File: src/rtl/wb_sdram_bridge_if.sv
// wb_sdram_bridge_if: Wishbone slave-side bus bundle for the SDRAM bridge
interface wb_sdram_bridge_if;
  logic        i_wbs_cyc;
  logic        i_wbs_stb;
  logic        i_wbs_we;
  logic [3:0]  i_wbs_sel;
  logic [31:0] i_wbs_adr;
  logic [31:0] i_wbs_dat;
  logic [31:0] o_wbs_dat;
  logic        o_wbs_ack;
  modport master (
    output i_wbs_cyc, i_wbs_stb, i_wbs_we, i_wbs_sel, i_wbs_adr, i_wbs_dat,
    input  o_wbs_dat, o_wbs_ack
  );
  modport slave (
    input  i_wbs_cyc, i_wbs_stb, i_wbs_we, i_wbs_sel, i_wbs_adr, i_wbs_dat,
    output o_wbs_dat, o_wbs_ack
  );
endinterface

File: src/rtl/wb_sdram_bridge.sv
// wb_sdram_bridge: Wishbone slave turning bus cycles into SDRAM burst commands and FIFO traffic
module wb_sdram_bridge #(
  parameter int ADDR_WIDTH = 22,
  parameter int RD_TIMEOUT = 1024
) (
  input  logic                  clk,
  input  logic                  rst,
  wb_sdram_bridge_if.slave      wbs,
  output logic                  o_rd_timeout,
  output logic                  wr_fifo_wr,
  output logic [31:0]           wr_fifo_data,
  output logic [3:0]            wr_fifo_mask,
  input  logic                  wr_fifo_full,
  output logic                  rd_fifo_rd,
  input  logic [31:0]           rd_fifo_data,
  input  logic                  rd_fifo_empty,
  output logic                  rd_fifo_reset,
  output logic                  write_en,
  output logic                  read_en,
  output logic [ADDR_WIDTH-1:0] address,
  input  logic                  sdram_ready
);
  localparam int CW = $clog2(RD_TIMEOUT + 1);
  typedef enum logic [2:0] {IDLE, WRITE, RD_FLUSH, RD_WAIT, RD_DATA, HOLD} state_t;
  state_t                state_q, state_d;
  logic [ADDR_WIDTH-1:0] addr_q, addr_d, nxt_q, nxt_d, word;
  logic [CW-1:0]         cnt_q, cnt_d;
  logic [31:0]           dat_q, dat_d;
  logic                  wen_q, wen_d, ren_q, ren_d, ack_q, ack_d, to_q, to_d, low_q, low_d;
  logic                  req, cont, unused_adr;
  assign req = wbs.i_wbs_cyc & wbs.i_wbs_stb;
  assign word = wbs.i_wbs_adr[ADDR_WIDTH+1:2];
  assign unused_adr = ^{wbs.i_wbs_adr[31:ADDR_WIDTH+2], wbs.i_wbs_adr[1:0]};
  assign cont = (wbs.i_wbs_we ? wen_q : ren_q) && word == nxt_q;
  assign wbs.o_wbs_ack = ack_q;
  assign wbs.o_wbs_dat = dat_q;
  assign o_rd_timeout = to_q;
  assign write_en = wen_q;
  assign read_en = ren_q;
  assign address = addr_q;
  assign wr_fifo_data = wr_fifo_wr ? wbs.i_wbs_dat : '0;
  assign wr_fifo_mask = wr_fifo_wr ? ~wbs.i_wbs_sel : '0;
  // state and datapath registers; reset drops any burst on the same edge
  always_ff @(posedge clk) begin
    if (rst) begin
      state_q <= IDLE;
      addr_q  <= '0;
      nxt_q   <= '0;
      cnt_q   <= '0;
      dat_q   <= '0;
      wen_q   <= 1'b0;
      ren_q   <= 1'b0;
      ack_q   <= 1'b0;
      to_q    <= 1'b0;
      low_q   <= 1'b0;
    end else begin
      state_q <= state_d;
      addr_q  <= addr_d;
      nxt_q   <= nxt_d;
      cnt_q   <= cnt_d;
      dat_q   <= dat_d;
      wen_q   <= wen_d;
      ren_q   <= ren_d;
      ack_q   <= ack_d;
      to_q    <= to_d;
      low_q   <= low_d;
    end
  end
  // next-state logic and FIFO/command strobes
  always_comb begin
    state_d       = state_q;
    addr_d        = addr_q;
    nxt_d         = nxt_q;
    cnt_d         = cnt_q;
    dat_d         = dat_q;
    wen_d         = wen_q;
    ren_d         = ren_q;
    ack_d         = 1'b0;
    to_d          = 1'b0;
    low_d         = low_q;
    wr_fifo_wr    = 1'b0;
    rd_fifo_rd    = 1'b0;
    rd_fifo_reset = 1'b0;
    if (!wbs.i_wbs_cyc && state_q != IDLE) begin
      wen_d   = 1'b0;
      ren_d   = 1'b0;
      state_d = IDLE;
    end else begin
      case (state_q)
        IDLE: if (req && sdram_ready && !rst) begin
          addr_d        = word;
          wen_d         = wbs.i_wbs_we;
          ren_d         = !wbs.i_wbs_we;
          rd_fifo_reset = !wbs.i_wbs_we;
          state_d       = wbs.i_wbs_we ? WRITE : RD_FLUSH;
        end
        WRITE: if (wbs.i_wbs_stb && !wr_fifo_full) begin
          wr_fifo_wr = 1'b1;
          ack_d      = 1'b1;
          nxt_d      = word + ADDR_WIDTH'(1);
          low_d      = 1'b0;
          state_d    = HOLD;
        end
        RD_FLUSH: begin
          cnt_d   = '0;
          state_d = RD_WAIT;
        end
        RD_WAIT: if (wbs.i_wbs_stb && !rd_fifo_empty) begin
          rd_fifo_rd = 1'b1;
          state_d    = RD_DATA;
        end else if (cnt_q == CW'(RD_TIMEOUT - 1)) begin
          ack_d   = 1'b1;
          to_d    = 1'b1;
          dat_d   = '0;
          ren_d   = 1'b0;
          low_d   = 1'b0;
          state_d = HOLD;
        end else begin
          cnt_d = cnt_q + CW'(1);
        end
        RD_DATA: begin
          dat_d   = rd_fifo_data;
          ack_d   = 1'b1;
          nxt_d   = word + ADDR_WIDTH'(1);
          low_d   = 1'b0;
          state_d = HOLD;
        end
        HOLD: if (!wbs.i_wbs_stb) begin
          low_d = 1'b1;
        end else if (low_q && cont) begin
          cnt_d   = '0;
          state_d = wbs.i_wbs_we ? WRITE : RD_WAIT;
        end else if (low_q) begin
          wen_d   = 1'b0;
          ren_d   = 1'b0;
          state_d = IDLE;
        end
        default: state_d = IDLE;
      endcase
    end
  end
endmodule
File: src/flat_wrapper.sv
// flat-port wrapper written by rule: the top's interface ports become plain ports
module wb_sdram_bridge_flat 
#(
  parameter int ADDR_WIDTH = 22,
  parameter int RD_TIMEOUT = 1024
)
  (clk, rst, o_rd_timeout, wr_fifo_wr, wr_fifo_data, wr_fifo_mask, wr_fifo_full, rd_fifo_rd, rd_fifo_data, rd_fifo_empty, rd_fifo_reset, write_en, read_en, address, sdram_ready, wbs_i_wbs_cyc, wbs_i_wbs_stb, wbs_i_wbs_we, wbs_i_wbs_sel, wbs_i_wbs_adr, wbs_i_wbs_dat, wbs_o_wbs_dat, wbs_o_wbs_ack);
  wb_sdram_bridge_if wbs_i ();
  input  logic clk;
  input  logic rst;
  output logic o_rd_timeout;
  output logic wr_fifo_wr;
  output logic [31:0] wr_fifo_data;
  output logic [3:0] wr_fifo_mask;
  input  logic wr_fifo_full;
  output logic rd_fifo_rd;
  input  logic [31:0] rd_fifo_data;
  input  logic rd_fifo_empty;
  output logic rd_fifo_reset;
  output logic write_en;
  output logic read_en;
  output logic [ADDR_WIDTH-1:0] address;
  input  logic sdram_ready;
  input wire logic [$bits(wbs_i.i_wbs_cyc)-1:0] wbs_i_wbs_cyc;
  input wire logic [$bits(wbs_i.i_wbs_stb)-1:0] wbs_i_wbs_stb;
  input wire logic [$bits(wbs_i.i_wbs_we)-1:0] wbs_i_wbs_we;
  input wire logic [$bits(wbs_i.i_wbs_sel)-1:0] wbs_i_wbs_sel;
  input wire logic [$bits(wbs_i.i_wbs_adr)-1:0] wbs_i_wbs_adr;
  input wire logic [$bits(wbs_i.i_wbs_dat)-1:0] wbs_i_wbs_dat;
  output wire logic [$bits(wbs_i.o_wbs_dat)-1:0] wbs_o_wbs_dat;
  output wire logic [$bits(wbs_i.o_wbs_ack)-1:0] wbs_o_wbs_ack;
  assign wbs_i.i_wbs_cyc = wbs_i_wbs_cyc;
  assign wbs_i.i_wbs_stb = wbs_i_wbs_stb;
  assign wbs_i.i_wbs_we = wbs_i_wbs_we;
  assign wbs_i.i_wbs_sel = wbs_i_wbs_sel;
  assign wbs_i.i_wbs_adr = wbs_i_wbs_adr;
  assign wbs_i.i_wbs_dat = wbs_i_wbs_dat;
  assign wbs_o_wbs_dat = wbs_i.o_wbs_dat;
  assign wbs_o_wbs_ack = wbs_i.o_wbs_ack;
  wb_sdram_bridge #(.ADDR_WIDTH(ADDR_WIDTH), .RD_TIMEOUT(RD_TIMEOUT)) u_core (.clk(clk), .rst(rst), .wbs(wbs_i), .o_rd_timeout(o_rd_timeout), .wr_fifo_wr(wr_fifo_wr), .wr_fifo_data(wr_fifo_data), .wr_fifo_mask(wr_fifo_mask), .wr_fifo_full(wr_fifo_full), .rd_fifo_rd(rd_fifo_rd), .rd_fifo_data(rd_fifo_data), .rd_fifo_empty(rd_fifo_empty), .rd_fifo_reset(rd_fifo_reset), .write_en(write_en), .read_en(read_en), .address(address), .sdram_ready(sdram_ready));
endmodule
File: config.mk
export PLATFORM = sky130hd
export DESIGN_NAME = wb_sdram_bridge_flat
export DESIGN_NICKNAME = d
export VERILOG_FILES = /design/src/rtl/wb_sdram_bridge_if.sv /design/src/rtl/wb_sdram_bridge.sv /design/src/flat_wrapper.sv
export SDC_FILE = /design/constraint.sdc
export NUM_CORES = 1
export LEC_CHECK = 0
export CELL_PAD_IN_SITES_DETAIL_PLACEMENT = 0
export CELL_PAD_IN_SITES_GLOBAL_PLACEMENT = 1
export CORE_UTILIZATION = 30
export DETAILED_ROUTE_END_ITERATION = 7
export PLACE_DENSITY_LB_ADDON = 0.05
export SLEW_MARGIN = 40
export SYNTH_ARGS = -nofsm -noshare
export SYNTH_HDL_FRONTEND = slang
export SYNTH_SLANG_ARGS = --single-unit
File: constraint.sdc
create_clock -name clk -period 2.3 [get_ports clk]
set_input_delay 0.46 -clock clk [delete_from_list [all_inputs] [get_ports clk]]
set_output_delay 0.46 -clock clk [all_outputs]
set_load 0.02 [all_outputs]
== After elaboration in Yosys (flattened, before gate mapping) ==
Index checks and enable logic that the tools add are counted.

* Flip-flop bits (word level): 95
* Input port bits: 108

* Bitwise logic cells: 4
* Add/sub/neg operators: 2
* Equal/unequal tests: 19
* Reductions and logical operators: 30
* Multiplexer cells: 47

{| class="wikitable"
|+ Operators with widths
! operator !! number
|-
| $mux 32 || 3
|-
| $pmux 32 s2 || 1
|-
| $mux 11 || 4
|-
| $pmux 22 s2 || 1
|-
| $pmux 11 s3 || 1
|-
| $add 22x1->22 const B || 1
|-
| $eq 22x22->1 || 1
|-
| $mux 22 || 1
|-
| $mux 1 || 21
|-
| $mux 3 || 7
|-
| $pmux 3 s6 || 1
|-
| $reduce_and 6->1 || 2
|-
| $add 11x1->11 const B || 1
|-
| $eq 11x10->1 const B || 1
|-
| $ne 2x1->1 const B || 5
|-
| $ne 2x2->1 const B || 5
|-
| $reduce_and 5->1 || 2
|-
| $reduce_bool 3->1 || 3
|-
| $logic_and 1x1->1 || 7
|-
| $reduce_and 7->1 || 1
|-
| $eq 3x2->1 const B || 2
|-
| $eq 3x3->1 const B || 2
|-
| $ne 3x1->1 const B || 2
|-
| $pmux 1 s3 || 2
|-
| 16 further kinds || 25
|}

== Logic depth before layout (Yosys ltp) ==
Gate-level depths: netlist of the first run.

* Word-level depth: 6
* Mapped depth: 8
* Depth with buffers taken out: 7

== Least setup slack after synthesis of the first run ==
No wires, ideal clock.

* Path type: input to output
* Start point: in wbs_i_wbs_cyc
* End point: out rd_fifo_reset
* Arrival: 1599 ps
* Path slack: 241 ps
* Path buffers: 2
* Stages: 5
* Cell sequence: clkbuf_1 > nand4b_1 > nand2b_1 > clkbuf_1 > nor2_1

* Longest elaborated chain between the ends: 6
* Elaborated cells on any way between the ends: 8
* Those cells by class: 3 x mux; 1 x bitwise; 4 x reduce/logical

{| class="wikitable"
|+ RTL lines
! element !! line !! RTL
|-
| from (decl) || flat_wrapper.sv:24 || <nowiki>input wire logic [$bits(wbs_i.i_wbs_cyc)-1:0] wbs_i_wbs_cyc;</nowiki>
|-
| $and 1x1->1 || wb_sdram_bridge.sv:31 || <nowiki>assign req = wbs.i_wbs_cyc & wbs.i_wbs_stb;</nowiki>
|-
| $logic_and 1x1->1 (2 in a row) || wb_sdram_bridge.sv:90 || <nowiki>IDLE: if (req && sdram_ready && !rst) begin</nowiki>
|-
| $mux 1 || wb_sdram_bridge.sv:90 ||
|-
| $mux 1 || wb_sdram_bridge.sv:89 || <nowiki>case (state_q)</nowiki>
|-
| $mux 1 * || wb_sdram_bridge.sv:84 || <nowiki>if (!wbs.i_wbs_cyc && state_q != IDLE) begin</nowiki>
|-
| to (decl) || flat_wrapper.sv:19 || <nowiki>output logic rd_fifo_reset;</nowiki>
|}

Mark *: on every way between the ends. The rest lies on a longest branch, timed or not.

== Worst setup path in the final report of the first run ==
* Start point: in wbs_i_wbs_adr[20]
* End point: reg u_core.cnt_q[7]

* Longest elaborated chain between the ends: 5

{| class="wikitable"
|+ RTL lines
! element !! line !! RTL
|-
| from (decl) || flat_wrapper.sv:28 || <nowiki>input wire logic [$bits(wbs_i.i_wbs_adr)-1:0] wbs_i_wbs_adr;</nowiki>
|-
| $eq 22x22->1 || wb_sdram_bridge.sv:34 || <nowiki>assign cont = (wbs.i_wbs_we ? wen_q : ren_q) && word == nxt_q;</nowiki>
|-
| $logic_and 1x1->1 || wb_sdram_bridge.sv:34 ||
|-
| $logic_and 1x1->1 || wb_sdram_bridge.sv:130 || <nowiki>end else if (low_q && cont) begin</nowiki>
|-
| $ne 2x1->1 (no line) || -- ||
|-
| $reduce_and 6->1 (no line) || -- ||
|-
| to (signal assigned) || wb_sdram_bridge.sv:60 || <nowiki>cnt_q <= cnt_d;</nowiki>
|-
| to (decl) || wb_sdram_bridge.sv:27 || <nowiki>logic [CW-1:0] cnt_q, cnt_d;</nowiki>
|}

No other way between the ends.
A chain may end at the register's enable or synchronous reset.

==> reports/qor.tcl, run 1 <==
set qor(status) {finished clean}
set qor(fp.dieH_um) 127
set qor(tightestPinTransition_ns) 0.696
set qor(layout_commonest_cell) {clkdlybuf4s50_1}
set qor(max_cap_viols) 0
set qor(syn_area_per_cell_sq_um) 8.14
set qor(power_per_cell_area_mw_per_mm2) 543
set qor(period_needed_ns) 2.19
set qor(areaGrowthSynthToFinish_pct) 61.9
set qor(number_of_h_tree_levels) 3
set qor(synth_ff_type) {dfxtp_1}
set qor(power.ir.vdd_worst_uv) 321
set qor(tritoncts) {yes}
set qor(design.core.area_sq_mm) 0.0151
set qor(antenna_cells) 0
set qor(slew_headroom) 0.536
set qor(multi_input_combinational_cell_area_sq_mm) 0.00259
set qor(timing.setup.tns_ns) 0
set qor(die_w_um) 127
set qor(timing.critical_path.fanout_max) 4
set qor(port_buffers) 194
set qor(final_layout_size_suffix_gt1_frac) 0.185
set qor(critical_path.endpoint_type) {register}
set qor(number_of_warnings_issued_by_yosys) 0
set qor(first_iter_violations) 265
set qor(finish.net_count) 912
set qor(synth_cell_type_count) 59
set qor(clk_transition_reported_paths_ns) 0.07
set qor(synth_cells) 572
set qor(crit_arrival_ns) 2.46
set qor(final-hold-violation-count) 0
set qor(num_io_pins) 205
set qor(hpwl_um) 10500
set qor(grt_antenna_before_repair) 0
set qor(rsz0062_at_grt) {false}
set qor(track_usage) 0.180
set qor(timing_max_transition_violations_final) 0
set qor(first_pass_iters) 4
set qor(vias_in_the_first_global_route) 4564
set qor(numCtsBuffers) 9
set qor(seq_area_sq_mm) 0.00190
set qor(gpl.final_weighted_congestion) 0.773
set qor(initial_utilization) 0.307
set qor(route.final.wire_length_um) 14300
set qor(overflow) 0
set qor(timing.critical_path.max_delay_family) {simple AND/OR/NAND/NOR gates}
set qor(clock.fmax_mhz) 457
set qor(core.rowCount) 45
set qor(timing.final.crit_share) 0.952
set qor(final.fill_count) 1450
set qor(post_cts_hold_buffer_count) 0
set qor(syn-cell-area_sq_mm) 0.00466
set qor(worst_skew_pair.late_latency_ns) 0.35
set qor(vias) 4838
set qor(slowest_stage) {clkdlybuf4s50_1}
set qor(worstPathRequired_ns) 2.57
set qor(yosys_register_bits) 95
set qor(cts_max_path_buffers) 2
set qor(critical_path_cell_list) {clkdlybuf4s50_1 -> xnor2_2 -> nand4_1 -> nor4_4 -> a31oi_2 -> or4_1 -> o21ai_1}
set qor(most-common-layout-cells) {clkdlybuf4s50_1, dfxtp_1, nor2_1}
set qor(clock_sinks) 95
set qor(drc) 0
set qor(worstPathBufferInverterCount) 1
set qor(leakage_uw) 0.00282
set qor(asyncSetResetFlopFracSynth) 0
set qor(synth_nets) 682
set qor(timing.clock.skew_ns) 0.0101
set qor(cts_root_buffer) {clkbuf_16}
set qor(seq_area_frac_synth) 0.408
set qor(timing.final.setup_violations) 0
set qor(critPathKind) {in -> reg}
set qor(post-route-util) 0.498
set qor(detail_route.wl_per_cell_um) 14.3
set qor(die-area_sq_mm) 0.0160
set qor(grt_first_pass_wirelength_um) 23100
set qor(hold_path_class) {reg -> reg}
set qor(startpoint_type) {input pin}
set qor(synth-edff-count) 0
set qor(slowest_delay_ns) 0.61
set qor(viasPerCell) 4.86
set qor(maximum_number_of_pins_on_one_net_before_global_route_repair) 87
set qor(postRouteAntennaNets) 0
## path summary, 6_finish.rpt
path	from	endpoint	slack, ns	cells past startpoint
worst max-delay path	wbs_i_wbs_adr[20]	u_core.cnt_q[7]$_SDFFE_PP0P_	0.11	7
worst min-delay path	u_core.address[2]$_SDFFE_PP0P_	u_core.address[2]$_SDFFE_PP0P_	0.45	2
worst max register to register	u_core.cnt_q[1]$_SDFFE_PP0P_	u_core.wbs.o_wbs_dat[13]$_SDFFE_PP0P_	0.22	8
worst min register to register	u_core.address[2]$_SDFFE_PP0P_	u_core.address[2]$_SDFFE_PP0P_	0.45	2
## tightest hold or removal path: stages, from the launching register on
cell and delay (ns):
dfxtp_1 0.31, nand2_1 0.05, a21oi_1 0.05
## report_power, final
part | internal, uW | total (uW) | switching, uW
registers | 1700 | 1750 | 41.4
clock network | 873 | 1510 | 637
logic | 435 | 839 | 405
## cell type report
type / instances / share of cell area
multi-input cells: 426 / 0.343
repair buffers: 260 / 0.328
flip-flops and latches: 95 / 0.252
clock buffers: 11 / 0.0322
well taps: 188 / 0.0312
clock inverters: 5 / 0.00763
inverters: 10 / 0.00498
## per-layer routing
layer / vias to the layer above / share of wire / global-route usage
li1: 2477 / - / -
met1: 2192 / 0.48 / 0.246
met2: 153 / 0.43 / 0.266
met3: 16 / 0.074 / 0.0544
met4: 0 / 0.016 / 0.0687
met5: - / 0 / 0
## state kept, by name, summed over array words and instances, names as in the netlist
register and count:
u_core.write_en 1, u_core.nxt_q 22, u_core.state_q 3, u_core.read_en 1
u_core.address 22, u_core.o_rd_timeout 1, u_core.wbs.o_wbs_ack 1, u_core.low_q 1
u_core.cnt_q 11, u_core.wbs.o_wbs_dat 32
## cell families after synthesis
logic type	after synthesis	share of synthesized area
AO/OA/AOI/OAI	123	0.178
AND/OR/NAND/NOR	255	0.273
flip-flops	95	0.408
buffers and inverters	51	0.0460
adder cells (fa/ha/maj)	2	0.00537
multiplexers	4	0.00887
XOR/XNOR	42	0.0806
## metrics by stage
| step | hold slack [ns] | instance area [sq um] | total power, uW | worst slack (ns) | std cells |
|---|---|---|---|---|---|
| floorplan | 0.451 | 4660 | 2180 | 0.241 | 572 |
| global placement | 0.441 | 7170 | 2600 | -0.462 | 976 |
| CTS | 0.458 | 7510 | 4150 | 0.00243 | 994 |
| detailed placement | 0.448 | 7170 | 2610 | -0.469 | 976 |
| finish | 0.453 | 7540 | 4090 | 0.111 | 995 |
| global route | 0.482 | 7540 | 4320 | 0.00456 | 995 |
## timing repair
item,in CTS,in global routing
cloned,1,0
setup endpoints to repair,41,15
pin swaps,0,6
buffers inserted,1,1
gates resized for setup,135,9
## Yosys cell counts, types with 5 or more instances
library cell | instances | area [sq um]
and3_1 | 39 | 244
nor2b_1 | 5 | 31.3
xor2_1 | 11 | 96.3
a211oi_1 | 21 | 158
nand2_1 | 64 | 240
buf_2 | 5 | 25.0
xnor2_1 | 30 | 263
nand4_1 | 9 | 56.3
dfxtp_1 | 95 | 1900
a31oi_1 | 9 | 56.3
clkbuf_1 | 32 | 120
inv_1 | 9 | 33.8
nor2_1 | 84 | 315
a22oi_1 | 33 | 248
nand3_1 | 15 | 75.1
o21ai_0 | 9 | 45.0
a21oi_1 | 33 | 165
Note: power is estimated with default switching activity, not from simulation.
==> inputs of run 2 (changes only) <==
--- a/config.mk
+++ b/config.mk
@@ -7,9 +7,10 @@
 export LEC_CHECK = 0
 export CELL_PAD_IN_SITES_DETAIL_PLACEMENT = 0
 export CELL_PAD_IN_SITES_GLOBAL_PLACEMENT = 1
-export CORE_UTILIZATION = 30
+export CORE_UTILIZATION = 27
 export DETAILED_ROUTE_END_ITERATION = 7
 export PLACE_DENSITY_LB_ADDON = 0.05
+export SKIP_LAST_GASP = 1
 export SLEW_MARGIN = 40
 export SYNTH_ARGS = -nofsm -noshare
 export SYNTH_HDL_FRONTEND = slang
==> constraint.sdc (replaced) <==
create_clock -name clk -period 1.85 [get_ports clk]
set_input_delay 0.37 -clock clk [delete_from_list [all_inputs] [get_ports clk]]
set_output_delay 0.37 -clock clk [all_outputs]
set_load 0.02 [all_outputs]
==> reports/qor.tcl, run 2 (synthesized netlist as in run 1, its figures left out) <==
set qor(status) {finished, violations left}
set qor(violations) {negative setup slack}
set qor(int_power_uw) 4120
set qor(clk_transition_reported_paths_ns) 0.07
set qor(fp.dieH_um) 133
set qor(gpl.final_weighted_congestion) 0.829
set qor(timing.final.setup_violations) 81
set qor(power.switching_uw) 1540
set qor(max_cap_viols) 0
set qor(areaGrowthSynthToFinish_pct) 93.1
set qor(most-common-layout-cells) {clkdlybuf4s50_1, buf_4, dfxtp_1}
set qor(layout_commonest_cell) {clkdlybuf4s50_1}
set qor(largest_register_ffs) 32
set qor(comb_power_share) 0.254
set qor(hpwl_um) 11400
set qor(vias) 5325
set qor(met1_usage_in_global_routing) 0.253
set qor(worst_skew_pair.late_latency_ns) 0.35
set qor(design.core.area_sq_mm) 0.0167
set qor(critical_path_cell_list) {nand2_2 -> nor3_4 -> buf_6 -> buf_8 -> buf_6 -> and3_4 -> buf_6}
set qor(final_layout_size_suffix_gt1_frac) 0.377
set qor(postRouteAntennaNets) 0
set qor(tightestPinTransition_ns) 0.601
set qor(route.final.wire_length_um) 18200
set qor(timing.final.crit_share) 1.10
set qor(crit_arrival_ns) 1.66
set qor(maximum_number_of_pins_on_one_net_before_global_route_repair) 51
set qor(port_buffers) 194
set qor(slew_headroom) 0.599
set qor(overflow) 0
set qor(worstPathRequired_ns) 1.48
set qor(first_pass_iters) 4
set qor(drc) 0
set qor(num_io_pins) 205
set qor(timing.clock.skew_ns) 0.00846
set qor(critPathKind) {reg -> out}
set qor(slowest_stage) {dfxtp_2}
set qor(grt_antenna_before_repair) 1
set qor(cts_root_buffer) {clkbuf_16}
set qor(slowest_delay_ns) 0.34
set qor(hold_path_class) {in -> reg}
set qor(clock_power_share) 0.360
set qor(numCtsBuffers) 9
set qor(die_w_um) 133
set qor(period_needed_ns) 2.03
set qor(tritoncts) {yes}
set qor(viasPerCell) 4.85
set qor(global_route.peak_usage_layer) {met2}
set qor(post_cts_hold_buffer_count) 0
set qor(finish.net_count) 984
set qor(rsz0062_at_grt) {true}
set qor(global_route.usage.met2) 0.317
set qor(startpoint_type) {register}
set qor(vias_in_the_first_global_route) 5380
set qor(met3_usage) 0.0556
set qor(leakage_uw) 0.00340
set qor(core.rowCount) 47
set qor(power_per_cell_area_mw_per_mm2) 629
set qor(whs_ns) 0.377
set qor(final-hold-violation-count) 0
set qor(timing_max_transition_violations_final) 0
set qor(critPathMostFrequentCell) {buf_6}
set qor(track_usage) 0.197
set qor(number_of_h_tree_levels) 3
set qor(initial_utilization) 0.279
set qor(first_iter_violations) 212
set qor(clock_sinks) 95
set qor(cts_max_path_buffers) 2
set qor(switching_share) 0.271
set qor(detail_route.wl_per_cell_um) 16.5
set qor(clock.fmax_mhz) 494
set qor(critical_path.endpoint_type) {primary output}
set qor(power.ir.vdd_worst_uv) 464
set qor(timing.critical_path.fanout_max) 8
set qor(reg2reg_slack_ns) -0.15
set qor(power.sequential.fraction) 0.385
set qor(power.total_uw) 5660
set qor(die-area_sq_mm) 0.0178
set qor(finalWorstSetupSlack_ns) -0.176
set qor(grt_first_pass_wirelength_um) 27800
[run 2: power groups by stage]
| stage | registers [uW] | logic [uW] | clock network (uW) |
|---|---|---|---|
| 2_1_floorplan | 2230 | 480 | 0 |
| 3_3_place_gp | 2210 | 1130 | 0 |
| 3_5_place_dp | 2210 | 1140 | 0 |
| 4_1_cts | 2170 | 1290 | 2110 |
| 5_1_grt | 2190 | 1540 | 2180 |
| 6_report | 2180 | 1440 | 2040 |
[run 2: layer usage]
metal	vias to the layer above	wire length, um
met5	-	0
met4	0	290
met3	21	1260
met2	168	8590
met1	2509	8010
li1	2627	-
[run 2: final timing paths]
check,from,to,cells past startpoint
setup / recovery,u_core.state_q[0]$_SDFFE_PP0P_,wr_fifo_data[3],7
hold / removal,wbs_i_wbs_adr[16],u_core.address[14]$_SDFFE_PP0P_,3
setup reg to reg,u_core.cnt_q[1]$_SDFFE_PP0P_,u_core.wbs.o_wbs_dat[12]$_SDFFE_PP0P_,9
hold reg to reg,u_core.address[6]$_SDFFE_PP0P_,u_core.address[6]$_SDFFE_PP0P_,2
[run 2: cell type report]
class,instances,area (sq um)
clock buffer,12,246
antenna,1,2.50
timing repair buffer,332,3260
multi-input combinational,426,3190
clock inverter,3,67.6
sequential,95,1920
fill,1533,7710
inverter,10,37.5
tap,220,275
[run 2: timing repair]
| action | in CTS | in global routing |
|---|---|---|
| endpoints found under the setup margin | 96 | 106 |
| pin swaps | 23 | 50 |
| gates resized for setup | 309 | 119 |
| gates cloned | 7 | 5 |
| setup buffers | 20 | 15 |
[run 2: worst max-delay path: cells and delay by family, from the launching register on]
| kind | cells | cell delay [ns] |
|---|---|---|
| buffers and inverters | 4 | 0.49 |
| AND/OR/NAND/NOR | 3 | 0.48 |
| flip-flops | 1 | 0.34 |
[run 2: metrics by stage]
step,setup TNS [ns],cell area (sq um),setup WS [ns],util,cells
floorplan,-0.150,4700,-0.0374,-,572
global placement,-54.32,7520,-0.708,0.450,1043
detailed placement,-57.13,7520,-0.802,0.450,1043
CTS,-7.49,8440,-0.219,0.505,1085
global route,-13.64,8990,-0.246,0.538,1099
finish,-7.58,8990,-0.176,0.538,1099
==> inputs of run 3 (changes only) <==
--- a/config.mk
+++ b/config.mk
@@ -10,6 +10,7 @@
 export CORE_UTILIZATION = 27
 export DETAILED_ROUTE_END_ITERATION = 7
 export PLACE_DENSITY_LB_ADDON = 0.05
+export REMOVE_ABC_BUFFERS = 1
 export SKIP_LAST_GASP = 1
 export SLEW_MARGIN = 40
 export SYNTH_ARGS = -nofsm -noshare
==> reports/qor.tcl, run 3 (synthesized netlist as in run 1, its figures left out) <==
set qor(worstPathBufferInverterCount) 4
set qor(global_route.usage.met2) 0.304
set qor(startpoint_type) {register}
set qor(tightestPinTransition_ns) 0.649
set qor(slowest_stage) {dfxtp_2}
set qor(areaGrowthSynthToFinish_pct) 86.2
set qor(core.rowCount) 47
set qor(die_w_um) 133
set qor(hpwl_um) 11300
set qor(detail_route.wl_per_cell_um) 15.6
set qor(timing.final.crit_share) 1.09
set qor(timing.critical_path.max_delay_family) {buffers and inverters}
set qor(rsz0062_at_grt) {true}
set qor(reg2reg_slack_ns) -0.11
set qor(final_layout_size_suffix_gt1_frac) 0.342
set qor(final.fill_count) 1557
set qor(power.ir.vdd_worst_uv) 445
set qor(critPathKind) {reg -> out}
set qor(critical_path_cell_list) {nand2_4 -> nor3_4 -> buf_6 -> buf_6 -> buf_16 -> and3_1 -> buf_4}
set qor(timing.critical_path.fanout_max) 8
set qor(leakage_uw) 0.00329
set qor(vias) 5164
set qor(track_usage) 0.180
set qor(place_worst_setup_slack_ns) -0.788
set qor(viasPerCell) 4.80
set qor(worst_skew_pair.late_latency_ns) 0.35
set qor(num_io_pins) 205
set qor(crit_arrival_ns) 1.64
set qor(cts_max_path_buffers) 2
set qor(port_buffers) 194
set qor(post_cts_hold_buffer_count) 0
set qor(global_route.peak_usage_layer) {met2}
set qor(design.core.area_sq_mm) 0.0167
set qor(max_cap_viols) 0
set qor(power_per_cell_area_mw_per_mm2) 627
set qor(critPathMostFrequentCell) {buf_6}
set qor(postRouteAntennaNets) 0
set qor(violations) {negative setup slack}
set qor(multi_input_combinational_cell_area_sq_mm) 0.00313
set qor(initial_utilization) 0.279
set qor(first_pass_iters) 4
set qor(clock.fmax_mhz) 498
set qor(critical_path.endpoint_type) {primary output}
set qor(grt_antenna_before_repair) 0
set qor(met3_usage) 0.0457
set qor(slowest_delay_ns) 0.36
set qor(gpl.final_weighted_congestion) 0.793
set qor(most-common-layout-cells) {clkdlybuf4s50_1, buf_4, dfxtp_1}
set qor(final-hold-violation-count) 0
set qor(stdcell_area_sq_mm) 0.00867
set qor(status) {finished, violations left}
set qor(finalWorstSetupSlack_ns) -0.159
set qor(grt_first_pass_wirelength_um) 25700
set qor(number_of_h_tree_levels) 3
set qor(clk_transition_reported_paths_ns) 0.06
set qor(maximum_number_of_pins_on_one_net_before_global_route_repair) 55
set qor(overflow) 0
set qor(hold_path_class) {in -> reg}
set qor(die-area_sq_mm) 0.0178
set qor(numCtsBuffers) 9
set qor(fp.dieH_um) 133
set qor(slew_headroom) 0.567
set qor(placed_area_sq_mm) 0.00745
set qor(drc) 0
set qor(largest_register_ffs) 32
set qor(clock_sinks) 95
set qor(period_needed_ns) 2.01
set qor(whs_ns) 0.350
set qor(worstPathRequired_ns) 1.48
set qor(tritoncts) {yes}
set qor(route.final.wire_length_um) 16800
set qor(met1_usage_in_global_routing) 0.224
set qor(finish.net_count) 961
set qor(layout_commonest_cell) {clkdlybuf4s50_1}
set qor(timing.final.setup_violations) 59
set qor(seq_area_sq_mm) 0.00192
set qor(antenna_cells) 0
set qor(first_iter_violations) 180
set qor(vias_in_the_first_global_route) 5066
set qor(cts_root_buffer) {clkbuf_16}
set qor(timing_max_transition_violations_final) 0
set qor(timing.clock.skew_ns) 0.0145
## run 3: worst min-delay path, stage by stage
cell and delay [ns]:
clkbuf_2 0.14, nand2_1 0.08, a21oi_1 0.06
## run 3: final timing paths
check                            startpoint  depth (start not counted)                              endpoint
max          u_core.state_q[0]$_SDFFE_PP0P_                          7                      wr_fifo_data[28]
min reg2reg  u_core.address[4]$_SDFFE_PP0P_                          2        u_core.address[4]$_SDFFE_PP0P_
max reg2reg    u_core.cnt_q[0]$_SDFFE_PP0P_                          9  u_core.wbs.o_wbs_dat[0]$_SDFFE_PP0P_
min                       wbs_i_wbs_adr[13]                          3       u_core.address[11]$_SDFFE_PP0P_
## run 3: timing repair
action	in CTS	in global routing
resized for setup	237	165
setup buffers	7	10
gates cloned	6	4
endpoints found under the setup margin	98	110
pin swaps	16	36
endpoints found under the hold margin	0	0
## run 3: layout make-up
cell class / instances / share of cell area
flip-flops and latches: 95 / 0.221
clock buffers: 11 / 0.0268
repair buffers: 309 / 0.349
well taps: 220 / 0.0317
clock inverters: 5 / 0.00678
inverters: 10 / 0.00433
multi-input cells: 426 / 0.361
## run 3: per-stage QoR
stage                     power, uW  cells  TNS [ns]   util
after floorplan                2640    531    -55.74      -
after global placement         3320   1038    -54.75  0.446
after detailed placement       3320   1038    -56.06  0.446
after CTS                      5340   1067     -7.23  0.484
after global routing           5710   1076    -10.86  0.519
final                          5430   1076     -4.78  0.519
## run 3: power by group
part           switching (uW)  internal (uW)
registers                55.6           2120
logic                     654            740
clock network             812           1050
## run 3: per-layer routing
metal | routed length, um | part of all wire
met5 | 0 | 0
met4 | 195 | 0.012
met3 | 995 | 0.059
met2 | 8270 | 0.49
met1 | 7310 | 0.44
